### config.mk
export PLATFORM = sky130hd
export DESIGN_NAME = raster_tri_scheduler_flat
export DESIGN_NICKNAME = d
export VERILOG_FILES = /design/src/rtl/raster_tri_scheduler_pkg.sv /design/src/rtl/raster_tri_scheduler_if.sv /design/src/rtl/raster_tri_scheduler_fifo.sv /design/src/rtl/raster_tri_scheduler.sv /design/src/flat_wrapper.sv
export SDC_FILE = /design/constraint.sdc
export NUM_CORES = 2
export LEC_CHECK = 0
export BUFFER_PORTS_ARGS = -buffer_cell sky130_fd_sc_hd__buf_2
export CAP_MARGIN = 20
export CORE_ASPECT_RATIO = 1.2
export CORE_MARGIN = 10
export CORE_UTILIZATION = 25
export CTS_CLUSTER_SIZE = 12
export DETAILED_ROUTE_END_ITERATION = 8
export GPL_TIMING_DRIVEN = 0
export MAX_ROUTING_LAYER = met4
export PLACE_DENSITY = 0.44
export SLEW_MARGIN = 15
export SYNTH_ARGS = -nofsm -noshare
export SYNTH_HDL_FRONTEND = slang
export SYNTH_SLANG_ARGS = --single-unit
### constraint.sdc
create_clock -name clk -period 14.55 [get_ports clk]
set_input_delay 0.7275 -clock clk [delete_from_list [all_inputs] [get_ports clk]]
set_output_delay 0.7275 -clock clk [all_outputs]
set_load 0.01 [all_outputs]
### src/rtl/raster_tri_scheduler_pkg.sv
// Shared types for the triangle scheduler: setup descriptor layout and FSM states.
// No logic beyond the degenerate-bounding-box test used at issue time.
// Bounds are signed so triangles straddling the origin are not mistaken for empty ones.
package raster_pkg;

    typedef struct packed {
        logic signed [31:0] ymin;
        logic signed [31:0] ymax;
        logic signed [31:0] xmin;
        logic signed [31:0] xmax;
        logic [31:0]        l0_dx;
        logic [31:0]        l0_dy;
        logic [31:0]        l1_dx;
        logic [31:0]        l1_dy;
        logic [31:0]        l2_dx;
        logic [31:0]        l2_dy;
        logic [31:0]        w0_00;
        logic [31:0]        w1_00;
        logic [31:0]        w2_00;
        logic [31:0]        recip_area;
        logic [31:0]        v0_raster_z;
        logic [31:0]        v1_raster_z;
        logic [31:0]        v2_raster_z;
    } tri_setup_t;

    typedef enum logic [2:0] {
        IDLE,
        ISSUE,
        LAUNCH,
        RUN,
        REPORT
    } sched_state_e;

    function automatic logic is_degenerate(input tri_setup_t t);
        return (t.xmin > t.xmax) || (t.ymin > t.ymax);
    endfunction

endpackage

### src/rtl/raster_tri_scheduler_if.sv
// Bundles the setup stream, fragment-generator control and report signals of the scheduler.
// master = scheduler side, slave = surrounding pipeline (setup, generator, shader).
// No storage; flow control is carried by tri_valid/tri_ready and fg_ready.
interface raster_tri_scheduler_if #(
    parameter int ID_W = 8
);
    logic                   tri_valid;
    logic                   tri_ready;
    raster_pkg::tri_setup_t tri_in;
    logic                   fg_start;
    raster_pkg::tri_setup_t fg_setup;
    logic                   fg_ready;
    logic                   fg_done;
    logic                   fg_frag_val;
    logic                   fg_pop_frag;
    logic                   rpt_valid;
    logic [ID_W-1:0]        rpt_id;
    logic [31:0]            rpt_frag_cnt;
    logic                   busy;
    logic                   err_timeout;

    modport master (
        input  tri_valid, tri_in, fg_ready, fg_done, fg_frag_val, fg_pop_frag,
        output tri_ready, fg_start, fg_setup, rpt_valid, rpt_id, rpt_frag_cnt,
               busy, err_timeout
    );

    modport slave (
        output tri_valid, tri_in, fg_ready, fg_done, fg_frag_val, fg_pop_frag,
        input  tri_ready, fg_start, fg_setup, rpt_valid, rpt_id, rpt_frag_cnt,
               busy, err_timeout
    );
endinterface

### src/rtl/raster_tri_scheduler_fifo.sv
// Generic synchronous FIFO with first-word-fall-through read data.
// Latency: write visible at head one cycle after push.
// Backpressure: caller must not push when full nor pop when empty.
module raster_sync_fifo #(
    parameter int WIDTH = 8,
    parameter int DEPTH = 4
) (
    input  logic                       clk,
    input  logic                       rst,
    input  logic                       push,
    input  logic [WIDTH-1:0]           push_dat,
    input  logic                       pop,
    output logic [WIDTH-1:0]           pop_dat,
    output logic                       full,
    output logic                       empty,
    output logic [$clog2(DEPTH):0]     count
);
    localparam int AW = $clog2(DEPTH);

    logic [WIDTH-1:0] mem [DEPTH];
    logic [AW-1:0]    wr_ptr;
    logic [AW-1:0]    rd_ptr;
    logic [AW:0]      cnt;

    // Pointers wrap naturally because DEPTH is a power of two.
    always_ff @(posedge clk or negedge rst) begin
        if (!rst) begin
            wr_ptr <= '0;
            rd_ptr <= '0;
            cnt    <= '0;
        end else begin
            if (push) wr_ptr <= wr_ptr + 1'b1;
            if (pop)  rd_ptr <= rd_ptr + 1'b1;
            cnt <= cnt + {{AW{1'b0}}, push} - {{AW{1'b0}}, pop};
        end
    end

    always_ff @(posedge clk) begin
        if (push) mem[wr_ptr] <= push_dat;
    end

    assign pop_dat = mem[rd_ptr];
    assign full    = (cnt == (AW+1)'(DEPTH));
    assign empty   = (cnt == '0);
    assign count   = cnt;

endmodule

### src/rtl/raster_tri_scheduler.sv
// Queues triangle setups, launches the fragment generator one triangle at a time, reports fragment counts.
// Latency: push into empty FIFO to fg_start is 3 cycles; degenerate triangles report 3 cycles after push.
// Backpressure: tri_ready drops when the FIFO is full; fg_start waits for fg_ready; reports are never stalled.
module raster_tri_scheduler #(
    parameter int FIFO_DEPTH = 4,
    parameter int ID_W       = 8,
    parameter int TIMEOUT    = 65536
) (
    input  logic                    clk,
    input  logic                    rst,
    raster_tri_scheduler_if.master  io
);
    import raster_pkg::*;

    localparam int FW   = $bits(tri_setup_t) + ID_W;
    localparam int WD_W = $clog2(TIMEOUT + 1);
    localparam logic [WD_W-1:0] WD_LAST = WD_W'(TIMEOUT - 1);

    sched_state_e              state, state_nxt;
    logic [ID_W-1:0]           id_cnt;
    logic [ID_W-1:0]           cur_id;
    tri_setup_t                setup_q;
    logic [31:0]               frag_cnt;
    logic [WD_W-1:0]           wd_cnt;
    logic                      err_q;

    logic                      fifo_push;
    logic                      fifo_pop;
    logic [FW-1:0]             fifo_rd_dat;
    logic                      fifo_full;
    logic                      fifo_empty;
    logic [$clog2(FIFO_DEPTH):0] fifo_count;
    logic [ID_W-1:0]           head_id;
    tri_setup_t                head_setup;

    logic                      start;
    logic                      rpt;
    logic                      wd_expire;
    logic                      frag_fire;

    // Ready is based on occupancy before any same-cycle pop.
    assign fifo_push = io.tri_valid && !fifo_full;
    assign {head_id, head_setup} = fifo_rd_dat;
    assign frag_fire = io.fg_frag_val && io.fg_pop_frag;

    raster_sync_fifo #(
        .WIDTH (FW),
        .DEPTH (FIFO_DEPTH)
    ) u_fifo (
        .clk      (clk),
        .rst      (rst),
        .push     (fifo_push),
        .push_dat ({id_cnt, io.tri_in}),
        .pop      (fifo_pop),
        .pop_dat  (fifo_rd_dat),
        .full     (fifo_full),
        .empty    (fifo_empty),
        .count    (fifo_count)
    );

    always_comb begin
        state_nxt = state;
        fifo_pop  = 1'b0;
        start     = 1'b0;
        rpt       = 1'b0;
        wd_expire = 1'b0;
        case (state)
            IDLE:   if (!fifo_empty) state_nxt = ISSUE;
            ISSUE: begin
                fifo_pop  = 1'b1;
                state_nxt = is_degenerate(head_setup) ? REPORT : LAUNCH;
            end
            LAUNCH: if (io.fg_ready) begin
                start     = 1'b1;
                state_nxt = RUN;
            end
            RUN: begin
                if (io.fg_done) begin
                    state_nxt = REPORT;
                end else if (wd_cnt == WD_LAST) begin
                    wd_expire = 1'b1;
                    state_nxt = REPORT;
                end
            end
            REPORT: begin
                rpt       = 1'b1;
                state_nxt = fifo_empty ? IDLE : ISSUE;
            end
            default: state_nxt = IDLE;
        endcase
    end

    always_ff @(posedge clk or negedge rst) begin
        if (!rst) begin
            state    <= IDLE;
            id_cnt   <= '0;
            cur_id   <= '0;
            setup_q  <= '0;
            frag_cnt <= '0;
            wd_cnt   <= '0;
            err_q    <= 1'b0;
        end else begin
            state <= state_nxt;
            if (fifo_push) id_cnt <= id_cnt + 1'b1;
            if (fifo_pop) begin
                setup_q <= head_setup;
                cur_id  <= head_id;
            end
            // Count saturates; the final pop coinciding with fg_done still lands before REPORT.
            if (state == RUN) begin
                if (frag_fire && (frag_cnt != 32'hFFFF_FFFF)) frag_cnt <= frag_cnt + 32'd1;
            end else if (state == REPORT) begin
                frag_cnt <= '0;
            end
            wd_cnt <= (state == RUN) ? wd_cnt + 1'b1 : '0;
            if (wd_expire) err_q <= 1'b1;
        end
    end

    assign io.tri_ready    = !fifo_full;
    assign io.fg_start     = start;
    assign io.fg_setup     = setup_q;
    assign io.rpt_valid    = rpt;
    assign io.rpt_id       = cur_id;
    assign io.rpt_frag_cnt = frag_cnt;
    assign io.busy         = (fifo_count != '0) || (state != IDLE);
    assign io.err_timeout  = err_q;

endmodule

### src/flat_wrapper.sv
// flat-port wrapper written by rule: the top's interface ports become plain ports
module raster_tri_scheduler_flat import raster_pkg::*;
#(
    parameter int FIFO_DEPTH = 4,
    parameter int ID_W       = 8,
    parameter int TIMEOUT    = 65536
)
  (clk, rst, io_tri_valid, io_tri_in, io_fg_ready, io_fg_done, io_fg_frag_val, io_fg_pop_frag, io_tri_ready, io_fg_start, io_fg_setup, io_rpt_valid, io_rpt_id, io_rpt_frag_cnt, io_busy, io_err_timeout);
  raster_tri_scheduler_if #(.ID_W(ID_W)) io_i ();
  input  logic clk;
  input  logic rst;
  input wire logic [$bits(io_i.tri_valid)-1:0] io_tri_valid;
  input wire logic [$bits(io_i.tri_in)-1:0] io_tri_in;
  input wire logic [$bits(io_i.fg_ready)-1:0] io_fg_ready;
  input wire logic [$bits(io_i.fg_done)-1:0] io_fg_done;
  input wire logic [$bits(io_i.fg_frag_val)-1:0] io_fg_frag_val;
  input wire logic [$bits(io_i.fg_pop_frag)-1:0] io_fg_pop_frag;
  output wire logic [$bits(io_i.tri_ready)-1:0] io_tri_ready;
  output wire logic [$bits(io_i.fg_start)-1:0] io_fg_start;
  output wire logic [$bits(io_i.fg_setup)-1:0] io_fg_setup;
  output wire logic [$bits(io_i.rpt_valid)-1:0] io_rpt_valid;
  output wire logic [$bits(io_i.rpt_id)-1:0] io_rpt_id;
  output wire logic [$bits(io_i.rpt_frag_cnt)-1:0] io_rpt_frag_cnt;
  output wire logic [$bits(io_i.busy)-1:0] io_busy;
  output wire logic [$bits(io_i.err_timeout)-1:0] io_err_timeout;
  assign io_i.tri_valid = io_tri_valid;
  assign io_i.tri_in = io_tri_in;
  assign io_i.fg_ready = io_fg_ready;
  assign io_i.fg_done = io_fg_done;
  assign io_i.fg_frag_val = io_fg_frag_val;
  assign io_i.fg_pop_frag = io_fg_pop_frag;
  assign io_tri_ready = io_i.tri_ready;
  assign io_fg_start = io_i.fg_start;
  assign io_fg_setup = io_i.fg_setup;
  assign io_rpt_valid = io_i.rpt_valid;
  assign io_rpt_id = io_i.rpt_id;
  assign io_rpt_frag_cnt = io_i.rpt_frag_cnt;
  assign io_busy = io_i.busy;
  assign io_err_timeout = io_i.err_timeout;
  raster_tri_scheduler #(.FIFO_DEPTH(FIFO_DEPTH), .ID_W(ID_W), .TIMEOUT(TIMEOUT)) u_core (.clk(clk), .rst(rst), .io(io_i));
endmodule
After elaboration in Yosys (flattened, before gate mapping)
Memories as Yosys holds them, arrays and structs flattened.
Cells that the tools add are included.
{"block": "classes", "n_addsub": 7, "magnitude_cmp": 2, "n_eq_ne": 11, "n_mux": 20, "n_reduce_logical": 13}
{"cell": "$mux 32", "n": 3}
{"cell": "$gt 32x32->1", "n": 2}
{"cell": "$add 32x1->32 const B", "n": 1}
{"cell": "$ne 32x32->1 const B", "n": 1}
{"cell": "$add 17x1->17 const B", "n": 1}
{"cell": "$eq 17x16->1 const B", "n": 1}
{"cell": "$mux 17", "n": 1}
{"cell": "$mux 3", "n": 5}
{"cell": "$pmux 3 s5", "n": 1}
{"cell": "$mux 1", "n": 10}
{"cell": "$add 8x1->8 const B", "n": 1}
{"cell": "$eq 3x2->1 const B", "n": 2}
{"cell": "$eq 3x3->1 const B", "n": 2}
{"cell": "$logic_not 3->1", "n": 2}
{"cell": "$ne 2x2->1 const B", "n": 3}
{"cell": "$reduce_bool 3->1", "n": 2}
{"cell": "$add 2x1->2 const B", "n": 2}
{"cell": "$add 3x1->3", "n": 1}
{"cell": "$eq 3x1->1 const B", "n": 1}
{"cell": "$logic_and 1x1->1", "n": 3}
{"cell": "$ne 3x2->1 const B", "n": 1}
{"cell": "$reduce_and 3->1", "n": 1}
{"cell": "$sub 3x1->3", "n": 1}
{"cell": "$logic_or 1x1->1", "n": 2}
{"cell": "other kinds (3)", "n": 3}
{"block": "totals", "reg_bits": 620, "mem_bits_rw": 2208, "output_inout_bits": 589, "elab_cells": 80, "memories": 1}
{"memory": "u_core.u_fifo.mem", "depth": 4, "width": 552, "read_ports": 1, "rd_clocked_by_memory_dff": 0, "wr": 1, "line_no": "raster_tri_scheduler_fifo.sv:20", "rtl": "logic [WIDTH-1:0] mem [DEPTH];"}

Longest topological paths before layout
{"block": "depth", "ltp_word": 5, "mapped_depth": 13}

Cells and area by module
From an unflattened synthesis, not the netlist that was laid out.
{"block": "unflattened", "cells_unflattened": 4621, "area_unflattened_um2": 104775.5}
{"mod": "raster_sync_fifo", "instances": 1, "cells_each": 2918, "area_per_inst_um2": 79854.1}
{"mod": "raster_tri_scheduler", "instances": 1, "cells_each": 1703, "area_per_inst_um2": 24921.4}

Least setup slack after synthesis
Ideal clock, no wire load.
{"block": "synth_timing", "path_kind": "input -> register", "startpoint": "input io_tri_valid", "endpoint": "memory u_core.u_fifo.mem[1][0] (netlist bit) (enable)", "setup_ns": 0.993, "t_arrival_ns": 13.278, "setup_slack_ns": 0.279, "stages": 1, "n_path_buf": 0, "path_cell_list": "and3_1"}
{"block": "synth_via", "elab_chain_cells": 3}
{"item": "start, declared", "line_no": "flat_wrapper.sv:12", "rtl": "input wire logic [$bits(io_i.tri_valid)-1:0] io_tri_valid;"}
{"item": "$logic_and 1x1->1", "line_no": "raster_tri_scheduler.sv:42", "rtl": "assign fifo_push = io.tri_valid && !fifo_full;"}
{"item": "$mux 1", "line_no": "raster_tri_scheduler_fifo.sv:39", "rtl": "if (push) mem[wr_ptr] <= push_dat;"}
{"item": "$mux 1 (not written as such)", "line_no": "raster_tri_scheduler_fifo.sv:39"}
{"item": "end, declared", "line_no": "raster_tri_scheduler_fifo.sv:20"}
No other way between the ends.

Worst setup path in the final report
{"block": "layout_timing", "startpoint": "register u_core.u_fifo.rd_ptr[1]", "endpoint": "register u_core.state[2]"}
{"block": "layout_via", "elab_chain_cells": 5, "elab_cells_between_ends": 6, "cone_classes": "2 x order compare; 2 x mux; 1 x reduce/logical; 1 x memory"}
{"item": "start, declared", "line_no": "raster_tri_scheduler_fifo.sv:22", "rtl": "logic [AW-1:0] rd_ptr;"}
{"item": "start signal, assigned", "line_no": "raster_tri_scheduler_fifo.sv:33", "rtl": "if (pop) rd_ptr <= rd_ptr + 1'b1;"}
{"item": "$mem_v2 4x552"}
{"item": "via u_core.fifo_rd_dat[475]", "line_no": "raster_tri_scheduler.sv:29", "rtl": "logic [FW-1:0] fifo_rd_dat;"}
{"item": "$gt 32x32->1", "line_no": "raster_tri_scheduler_pkg.sv:35", "rtl": "return (t.xmin > t.xmax) || (t.ymin > t.ymax);"}
{"item": "$logic_or 1x1->1", "line_no": "raster_tri_scheduler_pkg.sv:35"}
{"item": "$mux 3", "line_no": "raster_tri_scheduler.sv:71", "rtl": "state_nxt = is_degenerate(head_setup) ? REPORT : LAUNCH;"}
{"item": "$pmux 3 s5", "line_no": "raster_tri_scheduler.sv:67", "rtl": "case (state)"}
{"item": "end signal, assigned", "line_no": "raster_tri_scheduler.sv:103", "rtl": "state <= state_nxt;"}
{"item": "end, declared", "line_no": "raster_tri_scheduler.sv:19", "rtl": "sched_state_e state, state_nxt;"}
The timed path passes the listed nets, and every way through them passes these cells.
A chain may end at the register's enable or synchronous reset.

==> summary.md <==
| Metric | Value |
|---|---|
| Pre-CTS WS | a little over 9000 ps |
| DP HPWL | around 240000 microns |
| Critical path, cell by cell | clkbuf_1 > buf_2 > clkbuf_1 > mux4_2 > ha_1 > nand4_1 > or4_1 > nor3_1 > nor3_1 > mux2i_1 > o21a_1 |
| Critical path arrival | between 5000 and 6000 ps |
| Setup TNS | 0 ps |
| Main synth FF type | edfxtp_1 |
| Peak Freq | approximately 0.20 GHz |
| Yosys cell types | 51 |
| Post-route setup slack | ~9600 ps |
| Max Slew Vio Count | 0 |
| Wire per inst | 26.9 microns |
| Worst hold path depth | 3 |
| Post-synth ARST share | between 20% and 30% |
| Post-synth EDFFs | 2208 |
| Area share of the largest cell type after synthesis | a little under two thirds |
| Required @ worst endpoint | roughly 15000 ps |
| Seq/Total Area, Yosys | 78.3% |
| Routed vias/inst | around 4.3 |
| # setup viols final | 0 |
| Synthesized area | around 0.10 sq mm |
| Initial antenna violation count | 167 |
| Yosys warnings | 0 |
| CTS tree | built |
| Final hold vios | 0 |
| Max-Cap Viols | 0 |
| Worst-path fanout max | 10 |
| Syn nets | between 5000 and 6000 |
| Core ar. | about 0.42 sq mm |
| Slew @ Worst Pin | about 1100 ps |
| Most numerous cell in the Yosys netlist | edfxtp_1 |
| Clk Tree Root Cell | clkbuf_16 |
| Hold Slack | roughly 150 ps |
| Die Y | 728 microns |
| Total GRT Usage | approximately 15% |
| Clock-pin transition on the worst setup and hold timing paths | about 60 ps |
| Worst R2R Path Depth | 11 |
| Final Cycle Share | between 30% and 40% |
| Setup Skew | between 40 and 50 ps |
| #FFs+latches synth | 2828 |
| Area grow syn2layout | 29.5% |
| Slowest-stage cell, CP | clkbuf_1 |
| CP endpoint kind | flop |
| Max incr delay on CP | ~800 ps |
| CTS Hold Bufs | between 500 and 600 |
| Die area | approximately 0.44 sq mm |
| Commonest cells post-synth | edfxtp_1 (2208), dfrtp_1 (620), mux2_2 (554) |
| Post-synth top area cell | edfxtp_1 |
| Buffers on Ports | between 1000 and 1500 |
| Clock tree buffer depth | 4 |
| RSZ-0062 raised after global routing | no |
| Power per cell area | ~220 mW/mm^2 |
| R2r setup slk | between 9000 and 10000 ps |
| Worst Path Class, Setup | reg -> reg |
| Row cnt | between 200 and 300 |
| Largest net degree at the start of global routing | 86 |
| CTS H-Tree Depth | 5 |
| # nets final | approximately 7300 |
| Share of cells above drive strength 1 | just over 40% |
| VDD IR max | roughly 0.11 mV |
| Vias in the first global route | just under 60000 |
| Post-CTS Resized | 0 |
| Post-DRT Antenna Nets | 0 |
| DRT Wirelength | between 300000 and 400000 microns |
| Via count | around 54000 |
| Clk sinks | ~2800 |
| Inserted Clock Buffers | 317 |
| Die X | just over 600 microns |
| Rel. slew slack | between 20% and 30% |
| Initial DRC count | roughly 3200 |
| GR Overflow Total | 0 |
| Filler cells | 40300 |
| Avg Cell Area, Syn | roughly 23 sq um |
| I/O pin count | between 1000 and 1500 |
| First-pass GRT wire length | between 400000 and 500000 microns |
| Util after Layout | around a third |
| Hold WC Path Type | in -> reg |
| Final period demand of the worst path | between 4000 and 5000 ps |
| # Post-CTS Setup Buffers | 0 |
| Residual DRC | 0 |
| Status | finished, final reports clean |
| Routability-driven placement congestion ratio | about 0.76 |
| Worst setup SP type | flop |
| Initial core utilization | 25.1% |
| Cells after synthesis | 4614 |
| Clk_lat worst skew | around 940 ps |
| Drt pass-1 iters | 5 |
| Dominant cells by area after synthesis | edfxtp_1 (63%), dfrtp_1 (15%), mux4_2 (12%) |
| Pleak | between 40 and 50 nW |
worst paths after layout:
check | start | endpoint
worst min-delay path | io_fg_ready | u_core.state[0]$_DFFE_PN0P_
worst max-delay path | u_core.u_fifo.rd_ptr[1]$_DFFE_PN0P_ | u_core.state[2]$_DFFE_PN0P_
max in group asynchronous | rst | u_core.io.fg_setup[531]$_DFFE_PN0P_
min in group asynchronous | rst | u_core.io.fg_setup[216]$_DFFE_PN0P_
worst max register to register | u_core.u_fifo.rd_ptr[1]$_DFFE_PN0P_ | u_core.state[2]$_DFFE_PN0P_
worst min register to register | u_core.io.err_timeout$_DFFE_PN0P_ | u_core.io.err_timeout$_DFFE_PN0P_
report_power, final:
| part | switching [W] | total [W] | internal, W |
|---|---|---|---|
| registers | 0.000701 | 0.0117 | 0.0110 |
| clock network | 0.00336 | 0.00804 | 0.00467 |
| logic | 0.00550 | 0.00966 | 0.00416 |
area by class of cell:
class	count	area, sq um	share of cell area, %
repair buffers	1770	13300	9.79
plain buffers	195	845	0.624
multi-input cells	1509	21600	16.0
clock inverters	126	1480	1.10
flip-flops and latches	2828	81800	60.4
diodes	77	193	0.142
inverters	82	308	0.227
well taps	5502	6880	5.09
clock buffers	459	8950	6.61
sequential cells by signal, summed over array words and instances (netlist names):
signal / flops
u_core.u_fifo.mem: 2208
u_core.io.fg_setup: 544
u_core.io.rpt_frag_cnt: 32
u_core.wd_cnt: 17
u_core.id_cnt: 8
u_core.io.rpt_id: 8
u_core.state: 3
u_core.u_fifo.count: 3
u_core.u_fifo.rd_ptr: 2
u_core.u_fifo.wr_ptr: 2
u_core.io.err_timeout: 1
cell usage in the layout (no fill, tap or decap), types with 23 or more instances in the layout:
master and n:
a21oi_1 31, buf_12 25, buf_16 55, buf_2 1203, clkbuf_1 195, clkbuf_16 321, clkbuf_8 40, clkinv_1 33
clkinv_2 38, dfrtp_1 620, diode_2 77, dlygate4sd3_1 546, edfxtp_1 2208, ha_1 74, inv_1 80, mux2_2 554
mux4_2 552, nand2_1 35, nand3_1 25, nand4_1 25, nor2_1 51, xnor2_1 23, xor2_1 31
layer usage:
layer	vias to the layer above	global-route usage, %	routed length [microns]
met5	-	-	0
met4	0	5.30	13900
met3	655	3.19	18200
met2	1450	27.3	181000
met1	28600	16.4	124000
li1	23100	-	-
cells by family after synthesis:
group                    count (synthesis)  synth area share, %
AND/OR/NAND/NOR                        194                0.943
flip-flops                            2828                 78.3
adder cells (fa/ha/maj)                 75                0.905
buffers and inverters                  277                 1.08
XOR/XNOR                                54                0.452
multiplexers                          1107                 17.9
AO/OA/AOI/OAI                           79                0.498
stage by stage:
stage | power [W] | cells | cell area (sq um)
after floorplan | 0.0179 | 4614 | 105000
after global placement | 0.0227 | 11300 | 117000
final | 0.0294 | 12500 | 135000
after detailed placement | 0.0217 | 11300 | 119000
after global routing | 0.0309 | 12500 | 135000
after CTS | 0.0301 | 12500 | 135000
critical path: cells and delay by family (launching register included):
kind            cells  cell delay, ps
simple gates        4            1360
compound gates      1             210
flops               1             320
fa+ha+maj           1             330
buf+inv             3            1670
mux                 2             950
No activity file was read; power rests on OpenSTA's default activity.
